--- config.mk ---
export PLATFORM = sky130hd
export DESIGN_NAME = idli_fetch_m_flat
export DESIGN_NICKNAME = d
export VERILOG_FILES = /design/src/rtl/idli_pkg.sv /design/src/rtl/idli_fetch_if.sv /design/src/rtl/idli_fetch_fifo_m.sv /design/src/rtl/idli_fetch_m.sv /design/src/flat_wrapper.sv
export SDC_FILE = /design/constraint.sdc
export NUM_CORES = 1
export LEC_CHECK = 0
export ABC_AREA = 1
export BUFFER_PORTS_ARGS = -buffer_cell sky130_fd_sc_hd__buf_2
export CAP_MARGIN = 20
export CORE_MARGIN = 2
export CORE_UTILIZATION = 30
export DETAILED_ROUTE_END_ITERATION = 7
export PLACE_DENSITY = 0.6
export SLEW_MARGIN = 10
export SYNTH_ARGS = -nofsm -noshare
export SYNTH_HDL_FRONTEND = slang
export SYNTH_SLANG_ARGS = --single-unit
--- constraint.sdc ---
create_clock -name i_fe_gck -period 2.75 [get_ports i_fe_gck]
set_input_delay 0.275 -clock i_fe_gck [delete_from_list [all_inputs] [get_ports i_fe_gck]]
set_output_delay 0.275 -clock i_fe_gck [all_outputs]
set_load 0.05 [all_outputs]
--- src/rtl/idli_pkg.sv ---
// Shared types and constants for the idli fetch stage.
package idli_pkg;

    localparam int FE_DEPTH_DFLT = 2;

    // One buffered instruction together with the word address it came from.
    typedef struct packed {
        logic [15:0] instr;
        logic [15:0] pc;
    } fe_entry_t;

    // Select nibble idx of a 16b word; execute walks words nibble-serially.
    function automatic logic [3:0] nib_sel(input logic [15:0] w, input logic [1:0] idx);
        return w[{idx, 2'b00} +: 4];
    endfunction

endpackage

--- src/rtl/idli_fetch_if.sv ---
// Fetch-stage bus bundle: SQI memory side, decode side and execute side.
interface idli_fetch_if;

    logic [3:0]  i_fe_mem_data;
    logic        i_fe_mem_vld;
    logic        o_fe_mem_rdy;
    logic        o_fe_mem_restart;
    logic [15:0] o_fe_mem_addr;
    logic [15:0] o_fe_instr;
    logic        o_fe_instr_vld;
    logic        i_fe_instr_acp;
    logic [1:0]  i_fe_ctr;
    logic [3:0]  o_fe_pc;
    logic [3:0]  o_fe_pc_next;
    logic        i_fe_redirect;
    logic [3:0]  i_fe_redirect_pc;

    // Fetch stage side.
    modport master (
        input  i_fe_mem_data, i_fe_mem_vld, i_fe_instr_acp,
        input  i_fe_ctr, i_fe_redirect, i_fe_redirect_pc,
        output o_fe_mem_rdy, o_fe_mem_restart, o_fe_mem_addr,
        output o_fe_instr, o_fe_instr_vld, o_fe_pc, o_fe_pc_next
    );

    // Memory / decode / execute side.
    modport slave (
        output i_fe_mem_data, i_fe_mem_vld, i_fe_instr_acp,
        output i_fe_ctr, i_fe_redirect, i_fe_redirect_pc,
        input  o_fe_mem_rdy, o_fe_mem_restart, o_fe_mem_addr,
        input  o_fe_instr, o_fe_instr_vld, o_fe_pc, o_fe_pc_next
    );

endinterface

--- src/rtl/idli_fetch_fifo_m.sv ---
// Small instruction FIFO between nibble assembly and decode.
// Pointers carry one extra wrap bit so full and empty are distinguishable.
// The caller only pushes when not full (or popping) and pops when not empty.
module idli_fetch_fifo_m
    import idli_pkg::*;
#(
    parameter int DEPTH = FE_DEPTH_DFLT
) (
    input  logic      clk,
    input  logic      rst_n,
    input  logic      push,
    input  fe_entry_t wdata,
    input  logic      pop,
    input  logic      flush,
    output fe_entry_t rdata,
    output logic      full,
    output logic      empty
);

    localparam int AW = $clog2(DEPTH);
    localparam int PW = AW + 1;

    logic [PW-1:0] wr_ptr_q;
    logic [PW-1:0] rd_ptr_q;
    fe_entry_t     mem_q [DEPTH];

    // Pointer update; flush empties the FIFO and overrides push/pop.
    always_ff @(posedge clk or negedge rst_n) begin
        if (!rst_n) begin
            wr_ptr_q <= '0;
            rd_ptr_q <= '0;
        end else if (flush) begin
            wr_ptr_q <= '0;
            rd_ptr_q <= '0;
        end else begin
            if (push) wr_ptr_q <= wr_ptr_q + PW'(1);
            if (pop)  rd_ptr_q <= rd_ptr_q + PW'(1);
        end
    end

    // Entry storage; contents are only meaningful between the pointers.
    always_ff @(posedge clk) begin
        if (push && !flush) mem_q[wr_ptr_q[AW-1:0]] <= wdata;
    end

    assign empty = (wr_ptr_q == rd_ptr_q);
    assign full  = (wr_ptr_q[AW] != rd_ptr_q[AW]) &&
                   (wr_ptr_q[AW-1:0] == rd_ptr_q[AW-1:0]);
    assign rdata = mem_q[rd_ptr_q[AW-1:0]];

endmodule

--- src/rtl/idli_fetch_m.sv ---
// Fetch stage: assembles SQI nibbles into 16b words tagged with their PC,
// buffers them for decode, serves PC nibbles to execute and absorbs
// execute redirects by flushing and restarting the memory stream.
module idli_fetch_m
    import idli_pkg::*;
#(
    parameter int DEPTH = FE_DEPTH_DFLT
) (
    input  logic         i_fe_gck,
    input  logic         i_ex_rst_n,
    idli_fetch_if.master fe
);

    logic [1:0]  nib_q;
    logic [11:0] asm_q;
    logic [15:0] fetch_pc_q;
    logic        restart_q;

    logic        full;
    logic        empty;
    logic        pop;
    logic        accept;
    logic        push;
    fe_entry_t   entry;
    fe_entry_t   head;

    // A redirect hides the FIFO immediately even though the flush lands at the edge.
    assign fe.o_fe_instr_vld   = !empty && !fe.i_fe_redirect;
    assign pop                 = fe.i_fe_instr_acp && fe.o_fe_instr_vld;

    // The last nibble of a word may only land if there is room, counting a same-cycle pop.
    assign fe.o_fe_mem_rdy     = !fe.i_fe_redirect && !restart_q &&
                                 !((nib_q == 2'd3) && full && !pop);
    assign accept              = fe.i_fe_mem_vld && fe.o_fe_mem_rdy;
    assign push                = accept && (nib_q == 2'd3);
    assign entry               = '{instr: {fe.i_fe_mem_data, asm_q}, pc: fetch_pc_q};

    // Restart is held back while a redirect is still writing the PC.
    assign fe.o_fe_mem_restart = restart_q && !fe.i_fe_redirect;
    assign fe.o_fe_mem_addr    = fetch_pc_q;

    assign fe.o_fe_instr       = head.instr;
    assign fe.o_fe_pc          = nib_sel(head.pc, fe.i_fe_ctr);
    assign fe.o_fe_pc_next     = nib_sel(head.pc + 16'd1, fe.i_fe_ctr);

    // Nibble position, fetch PC and restart request; redirect has priority over streaming.
    always_ff @(posedge i_fe_gck or negedge i_ex_rst_n) begin
        if (!i_ex_rst_n) begin
            nib_q      <= 2'd0;
            fetch_pc_q <= 16'd0;
            restart_q  <= 1'b1;
        end else if (fe.i_fe_redirect) begin
            nib_q <= 2'd0;
            fetch_pc_q[{fe.i_fe_ctr, 2'b00} +: 4] <= fe.i_fe_redirect_pc;
            if (fe.i_fe_ctr == 2'd3) restart_q <= 1'b1;
        end else begin
            restart_q <= 1'b0;
            if (accept) nib_q      <= nib_q + 2'd1;
            if (push)   fetch_pc_q <= fetch_pc_q + 16'd1;
        end
    end

    // Lower three nibbles of the word in flight; the top nibble goes straight into the FIFO.
    always_ff @(posedge i_fe_gck) begin
        if (accept && (nib_q != 2'd3)) asm_q[{nib_q, 2'b00} +: 4] <= fe.i_fe_mem_data;
    end

    idli_fetch_fifo_m #(
        .DEPTH (DEPTH)
    ) u_fifo (
        .clk   (i_fe_gck),
        .rst_n (i_ex_rst_n),
        .push  (push),
        .wdata (entry),
        .pop   (pop),
        .flush (fe.i_fe_redirect),
        .rdata (head),
        .full  (full),
        .empty (empty)
    );

endmodule

--- src/flat_wrapper.sv ---
// flat-port wrapper written by rule: the top's interface ports become plain ports
module idli_fetch_m_flat import idli_pkg::*;
#(
    parameter int DEPTH = FE_DEPTH_DFLT
)
  (i_fe_gck, i_ex_rst_n, fe_i_fe_mem_data, fe_i_fe_mem_vld, fe_i_fe_instr_acp, fe_i_fe_ctr, fe_i_fe_redirect, fe_i_fe_redirect_pc, fe_o_fe_mem_rdy, fe_o_fe_mem_restart, fe_o_fe_mem_addr, fe_o_fe_instr, fe_o_fe_instr_vld, fe_o_fe_pc, fe_o_fe_pc_next);
  idli_fetch_if fe_i ();
  input  logic i_fe_gck;
  input  logic i_ex_rst_n;
  input wire logic [$bits(fe_i.i_fe_mem_data)-1:0] fe_i_fe_mem_data;
  input wire logic [$bits(fe_i.i_fe_mem_vld)-1:0] fe_i_fe_mem_vld;
  input wire logic [$bits(fe_i.i_fe_instr_acp)-1:0] fe_i_fe_instr_acp;
  input wire logic [$bits(fe_i.i_fe_ctr)-1:0] fe_i_fe_ctr;
  input wire logic [$bits(fe_i.i_fe_redirect)-1:0] fe_i_fe_redirect;
  input wire logic [$bits(fe_i.i_fe_redirect_pc)-1:0] fe_i_fe_redirect_pc;
  output wire logic [$bits(fe_i.o_fe_mem_rdy)-1:0] fe_o_fe_mem_rdy;
  output wire logic [$bits(fe_i.o_fe_mem_restart)-1:0] fe_o_fe_mem_restart;
  output wire logic [$bits(fe_i.o_fe_mem_addr)-1:0] fe_o_fe_mem_addr;
  output wire logic [$bits(fe_i.o_fe_instr)-1:0] fe_o_fe_instr;
  output wire logic [$bits(fe_i.o_fe_instr_vld)-1:0] fe_o_fe_instr_vld;
  output wire logic [$bits(fe_i.o_fe_pc)-1:0] fe_o_fe_pc;
  output wire logic [$bits(fe_i.o_fe_pc_next)-1:0] fe_o_fe_pc_next;
  assign fe_i.i_fe_mem_data = fe_i_fe_mem_data;
  assign fe_i.i_fe_mem_vld = fe_i_fe_mem_vld;
  assign fe_i.i_fe_instr_acp = fe_i_fe_instr_acp;
  assign fe_i.i_fe_ctr = fe_i_fe_ctr;
  assign fe_i.i_fe_redirect = fe_i_fe_redirect;
  assign fe_i.i_fe_redirect_pc = fe_i_fe_redirect_pc;
  assign fe_o_fe_mem_rdy = fe_i.o_fe_mem_rdy;
  assign fe_o_fe_mem_restart = fe_i.o_fe_mem_restart;
  assign fe_o_fe_mem_addr = fe_i.o_fe_mem_addr;
  assign fe_o_fe_instr = fe_i.o_fe_instr;
  assign fe_o_fe_instr_vld = fe_i.o_fe_instr_vld;
  assign fe_o_fe_pc = fe_i.o_fe_pc;
  assign fe_o_fe_pc_next = fe_i.o_fe_pc_next;
  idli_fetch_m #(.DEPTH(DEPTH)) u_core (.i_fe_gck(i_fe_gck), .i_ex_rst_n(i_ex_rst_n), .fe(fe_i));
endmodule
* After elaboration in Yosys (flattened, before gate mapping)
Memory sizes are Yosys's and may differ from the RTL's.
Index checks and enable logic that the tools add are counted.
** Cells by class
- Add/sub/neg operators :: 7
- Multipliers :: 0
- Divide/modulo/power cells :: 0
- Order comparisons :: 0
- Eq/ne operators :: 7
- Shift-type cells :: 6
- Mux-type cells :: 14
- Bitwise gates (word level) :: 0
- Reductions and logical operators :: 20
** Operators with widths (number)
- $add A16 B1 Y16 const B :: 2
- $mux W16 :: 2
- $shiftx A16 B5 Y4 :: 2
- $bwmux W16 :: 1
- $shift A4 B6 Y16 const A :: 1
- $shiftx A4 B6 Y16 :: 1
- $bwmux W12 :: 1
- $logic_and A1 B1 Y1 :: 12
- $mux W2 :: 6
- $neg A4 Y6 :: 2
- $shift A4 B6 Y12 const A :: 1
- $shiftx A4 B6 Y12 :: 1
- $add A2 B1 Y2 const B :: 3
- $reduce_bool A2 Y1 :: 3
- $logic_not A1 Y1 :: 5
- $eq A2 B2 Y1 const B :: 2
- $mux W1 :: 4
- $eq A2 B2 Y1 :: 1
- $ne A2 B1 Y1 const B :: 1
- $ne A2 B2 Y1 const B :: 1
- $eq A1 B1 Y1 :: 1
- $ne A1 B1 Y1 :: 1
** Storage, ports and cells
- Flip-flop bits (word level) :: 35
- Latch bits :: 0
- Memory bits (writable) :: 64
- ROM bits :: 0
- Bits of input ports :: 15
- Output and inout port bits :: 43
- Word-level logic and storage cells :: 61
- Memories kept :: 1
** Memories
- u_core.u_fifo.mem_q :: words 2, width 32, rd ports 1, clocked after memory_dff 0, wr ports 1, RTL line idli_fetch_fifo_m.sv:25 : fe_entry_t mem_q [DEPTH];

* Depth between registers and ports, before layout
- Depth in word-level cells :: 13
- Depth in mapped cells :: 14
- Gate-level depth less buffers :: 13

* Modules after synthesis
A second synthesis with hierarchy kept.
** Second synthesis, totals
- Cells, all modules :: 613
- Area total of the unflattened synthesis :: 5253.8 µm²
** By module, submodules not included
- idli_fetch_fifo_m :: times used 1, cells each 204, area each 2641.3 µm², sequential area each 2021.9 µm²
- idli_fetch_m :: times used 1, cells each 409, area each 2612.5 µm², sequential area each 837.1 µm²

* Worst setup path before layout
Ideal clock, no wire load.
- Kind :: register to register
- Start :: register u_core.u_fifo.wr_ptr_q[0]
- End :: memory u_core.u_fifo.mem_q[1][0] (netlist name), enable pin
- Setup time :: 421 ps
- Data arrival time :: 2518 ps
- Required time :: 2329 ps
- Slack :: -189 ps
- Stages on the path, launching flop included :: 9
- Buffers on the path :: 2
- Period minus slack after synthesis :: 2939 ps
- Cells stage by stage :: dfrtp_1 buf_4 xnor2_2 nand2_1 nand3_2 nand2_1 nand4_2 buf_2 nor2_1
** Between the ends
- Word-level cells in the longest chain between the ends :: 13
- Elaborated cells between the ends (all ways) :: 16
- Those cells by class :: eq/ne (2); mux (2); reduce/logical (12)
** Ends and longest elaborated chain
- start: declaration :: RTL line idli_fetch_fifo_m.sv:23 : logic [PW-1:0] wr_ptr_q;
- start signal: assignment :: RTL line idli_fetch_fifo_m.sv:36 : if (push) wr_ptr_q <= wr_ptr_q + PW'(1);
- $eq A2 B2 Y1 :: RTL line idli_fetch_fifo_m.sv:46 : assign empty = (wr_ptr_q == rd_ptr_q);
- $logic_not A1 Y1 :: RTL line idli_fetch_m.sv:28 : assign fe.o_fe_instr_vld = !empty && !fe.i_fe_redirect;
- $logic_and A1 B1 Y1 :: RTL line idli_fetch_m.sv:28
- $logic_and A1 B1 Y1 :: RTL line idli_fetch_m.sv:29 : assign pop = fe.i_fe_instr_acp && fe.o_fe_instr_vld;
- $logic_not A1 Y1 :: RTL line idli_fetch_m.sv:33 : !((nib_q == 2'd3) && full && !pop);
- $logic_and A1 B1 Y1 :: RTL line idli_fetch_m.sv:33
- $logic_not A1 Y1 :: RTL line idli_fetch_m.sv:33
- $logic_and A1 B1 Y1 :: RTL line idli_fetch_m.sv:32 : assign fe.o_fe_mem_rdy = !fe.i_fe_redirect && !restart_q &&
- $logic_and A1 B1 Y1 :: RTL line idli_fetch_m.sv:34 : assign accept = fe.i_fe_mem_vld && fe.o_fe_mem_rdy;
- $logic_and A1 B1 Y1 :: RTL line idli_fetch_m.sv:35 : assign push = accept && (nib_q == 2'd3);
- $logic_and A1 B1 Y1 :: RTL line idli_fetch_fifo_m.sv:43 : if (push && !flush) mem_q[wr_ptr_q[AW-1:0]] <= wdata;
- $mux W1 :: RTL line idli_fetch_fifo_m.sv:43
- $mux W1 (implied by the code) :: RTL line idli_fetch_fifo_m.sv:43
- end: declaration :: RTL line idli_fetch_fifo_m.sv:25
Parallel ways exist; a longest one is shown, timed or not.

* Worst setup path after layout
- Start :: register u_core.u_fifo.rd_ptr_q[0]
- End :: output port fe_o_fe_pc_next[0]
** Between the ends
- Word-level cells in the longest chain between the ends :: 3
** Ends and longest elaborated chain
- start: declaration :: RTL line idli_fetch_fifo_m.sv:24 : logic [PW-1:0] rd_ptr_q;
- start signal: assignment :: RTL line idli_fetch_fifo_m.sv:37 : if (pop) rd_ptr_q <= rd_ptr_q + PW'(1);
- $mem_v2 Z2 W32
- $add A16 B1 Y16 :: RTL line idli_fetch_m.sv:44 : assign fe.o_fe_pc_next = nib_sel(head.pc + 16'd1, fe.i_fe_ctr);
- $shiftx A16 B5 Y4 :: RTL line idli_pkg.sv:14 : return w[{idx, 2'b00} +: 4];
- end: declaration :: RTL line flat_wrapper.sv:22 : output wire logic [$bits(fe_i.o_fe_pc_next)-1:0] fe_o_fe_pc_next;
No other way between the ends.

==> flow_summary.ini <==
[place]
hpwlAfterDp_um = 9095
pre_cts_ws_ps = 294.4
dp_cells = 888
place.gp.congestion = 0.8807
numPortBuffers = 57

[floorplanning]
dieWidth_um = 136.8
core.rowCount = 48
die-area_um2 = 18710
start_util_pct = 30.58
fp.dieH_um = 136.8
ios = 58
coreArea_um2 = 17300

[pwr]
vdd_drop_max_uv = 311.3
power_density_nw_per_um2 = 553.0
report.power.total_w = 0.003423
p_leak_nw = 2.701

[grt]
grt_pass1_wl_um = 19970
grt_pass1_vias = 3756
antenna_found_initial = 0
grt_max_degree = 24
grt_usage_pct = 13.78
grt-ovfl-total = 0

[logic_synthesis]
yosys_warnings = 0
synth_nets = 639
ys.flop_type = edfxtp_1
syn_inst = 613
synth-edff-count = 76
yosysUniqueCellTypes = 42
synth_area_um2 = 5290
postSynth.asyncResetShare_pct = 23.23
ys_seq_area_share_pct = 54.04
avgSynthCellArea_um2 = 8.630
ys_ff_latch = 99

[worst_setup_path]
ff2ff_path_depth = 8
path_max_fanout = 18
cp-end-kind = output port
critical_path_class = flop to output port
max_stage_delay_ps = 480
r2r_start = u_core.u_fifo.rd_ptr_q[0]
crit_start = u_core.u_fifo.rd_ptr_q[0]
cp.arrival_ps = 2290
cp.depth = 14
cp_data_required_time_ps = 2480
rr_endpoint = u_core.asm_q[9]
slowest_stage = dfrtp_2
r2r_slack_ps = 390
critPathLaunchType = flop
crit_chain = inv_8 > nand2_1 > nand2_1 > ha_1 > nand2_2 > nor2_4 > nand2_1 > nor2_1 > nand2_1 > nand2_1 > nand2_1 > nand2_1 > nand2_1 > clkbuf_4
crit_end = fe_o_fe_pc_next[0]
crit_path_frequent_cell = nand2_1
critPathBufInv = 2
path_delay_family = simple AND/OR/NAND/NOR gates

[cells_and_area]
diodes = 0
drive_gt1_share_pct = 17.86
num-nets-final = 704
finalNonFillerCells = 908
syn2layout_area_growth_pct = 17.01

[sta]
min_period_ps = 2561
slew_violations = 0
fin_skew_ps = 5.135
setup_slack_ps = 189.3
hold_violations = 0
rsz0062_at_grt = false
setup_viol = 0
finalCritPeriodShare_pct = 93.11
worst_pin_slew_ps = 574.2
relSlewSlack_pct = 61.64
fmax_mhz = 390.5

[clocking]
clock_path_buffers = 2
cts.sinks = 99
cts_buffers = 9
htreeDepth = 3
ctsRootBufferMaster = clkbuf_16
insertion_delay_ps = 340
clkTransAtPathRegs_ps = 60
cts_tree = yes

[route]
drt-total-wl_um = 12370
wl_per_cell_um = 13.63
drc = 0
drtIter0Drc = 357
ant_nets = 0
vias_per_cell = 4.600
firstDrtPassIters = 5
via_count = 4177

[status]
outcome = complete, no violations

[run]
maxCapViolCount = 0

[hold_path]
hold_class = input pin to flop
[layer usage]
layer	vias up	global-route usage, %	routed length [um]	share of wire [%]
li1	2146	-	-	-
met1	1926	19.70	5944	48
met2	96	20.94	5649	46
met3	9	2.852	612	4.9
met4	0	4.353	167	1.3
met5	-	0	0	0
[metrics by stage]
step / setup TNS (ps) / hold slack [ps] / instance area (um^2) / util, %
2_1_floorplan: -12090 / -20.59 / 5290 / -
4_1_cts: 0 / 146.5 / 6165 / 35.64
6_report: 0 / 149.6 / 6190 / 35.79
5_1_grt: 0 / 143.0 / 6190 / 35.79
3_3_place_gp: 0 / 294.0 / 5834 / 33.73
3_5_place_dp: 0 / 293.6 / 5834 / 33.73
[final cells by class]
type,count,area [um^2]
Clock buffer,10,229.0
Multi-Input combinational cell,435,2085
Fill cell,1751,11110
Timing Repair Buffer,74,415.4
Sequential cell,99,2860
Inverter,59,229.0
Clock inverter,6,90.09
Tap cell,225,281.5
[repair_timing]
item / CTS / global route
gates resized for setup: 1 / 2
endpoints found under the hold margin: 22 / 0
endpoints found under the setup margin: 2 / 3
hold buffers: 1 / 0
buffers inserted: 0 / 3
cloned: 0 / 0
[sequential cells by signal, indices dropped and copies added (netlist names)]
| register | flops |
|---|---|
| u_core.u_fifo.mem_q | 64 |
| u_core.fe.o_fe_mem_addr | 16 |
| u_core.asm_q | 12 |
| u_core.nib_q | 2 |
| u_core.u_fifo.rd_ptr_q | 2 |
| u_core.u_fifo.wr_ptr_q | 2 |
| u_core.restart_q | 1 |
[cell usage in the layout (no fill, tap or decap), types with 9 or more instances in the layout]
master	instances
buf_2	56
buf_4	15
clkbuf_16	9
dfrtp_1	21
edfxtp_1	76
ha_1	11
inv_1	56
nand2_1	219
nand2_2	12
nand3_1	42
nor2_1	51
o21ai_0	27
[cells in the mapped netlist (5+ instances only)]
master / n / share of area (%)
nor2_1: 53 / 3.8
edfxtp_1: 76 / 43
o22ai_1: 5 / 0.59
dfrtp_1: 22 / 10
inv_1: 56 / 4.0
nand2_1: 219 / 16
o21ai_0: 27 / 2.6
o21ai_1: 6 / 0.57
ha_1: 11 / 2.6
clkbuf_1: 8 / 0.57
a21oi_1: 7 / 0.66
nor3_1: 8 / 0.76
nand2_2: 12 / 1.4
nand3_1: 42 / 4.0
nand4_1: 8 / 0.95
[worst min path at each step]
stage	start	to	cells after the start
floorplan	i_ex_rst_n	u_core.fe.o_fe_mem_addr[0]	0
global placement	i_ex_rst_n	u_core.fe.o_fe_mem_addr[13]	1
detailed placement	i_ex_rst_n	u_core.fe.o_fe_mem_addr[13]	1
CTS	fe_i_fe_mem_data[1]	u_core.u_fifo.mem_q[1][29]	1
global route	fe_i_fe_mem_data[1]	u_core.u_fifo.mem_q[0][29]	1
finish	fe_i_fe_mem_data[1]	u_core.u_fifo.mem_q[1][29]	1
[logic make-up after synthesis]
logic type               Yosys count  synth area share (%)
adder cells (fa/ha/maj)           11                 2.602
AND/OR/NAND/NOR                  358                 28.95
flip-flops                        99                 54.04
AO/OA/AOI/OAI                     61                 6.788
buffers and inverters             79                 6.646
XOR/XNOR                           5                0.9699
[report_power, final]
group | switching (W) | leakage [nW] | internal (W)
combinational | 0.000293 | 1.54 | 0.0000995
sequential | 0.0000478 | 1.00 | 0.00165
clock | 0.000538 | 0.153 | 0.000799
total | 0.000879 | 2.70 | 0.00254
(Power assumes the default switching activity.)
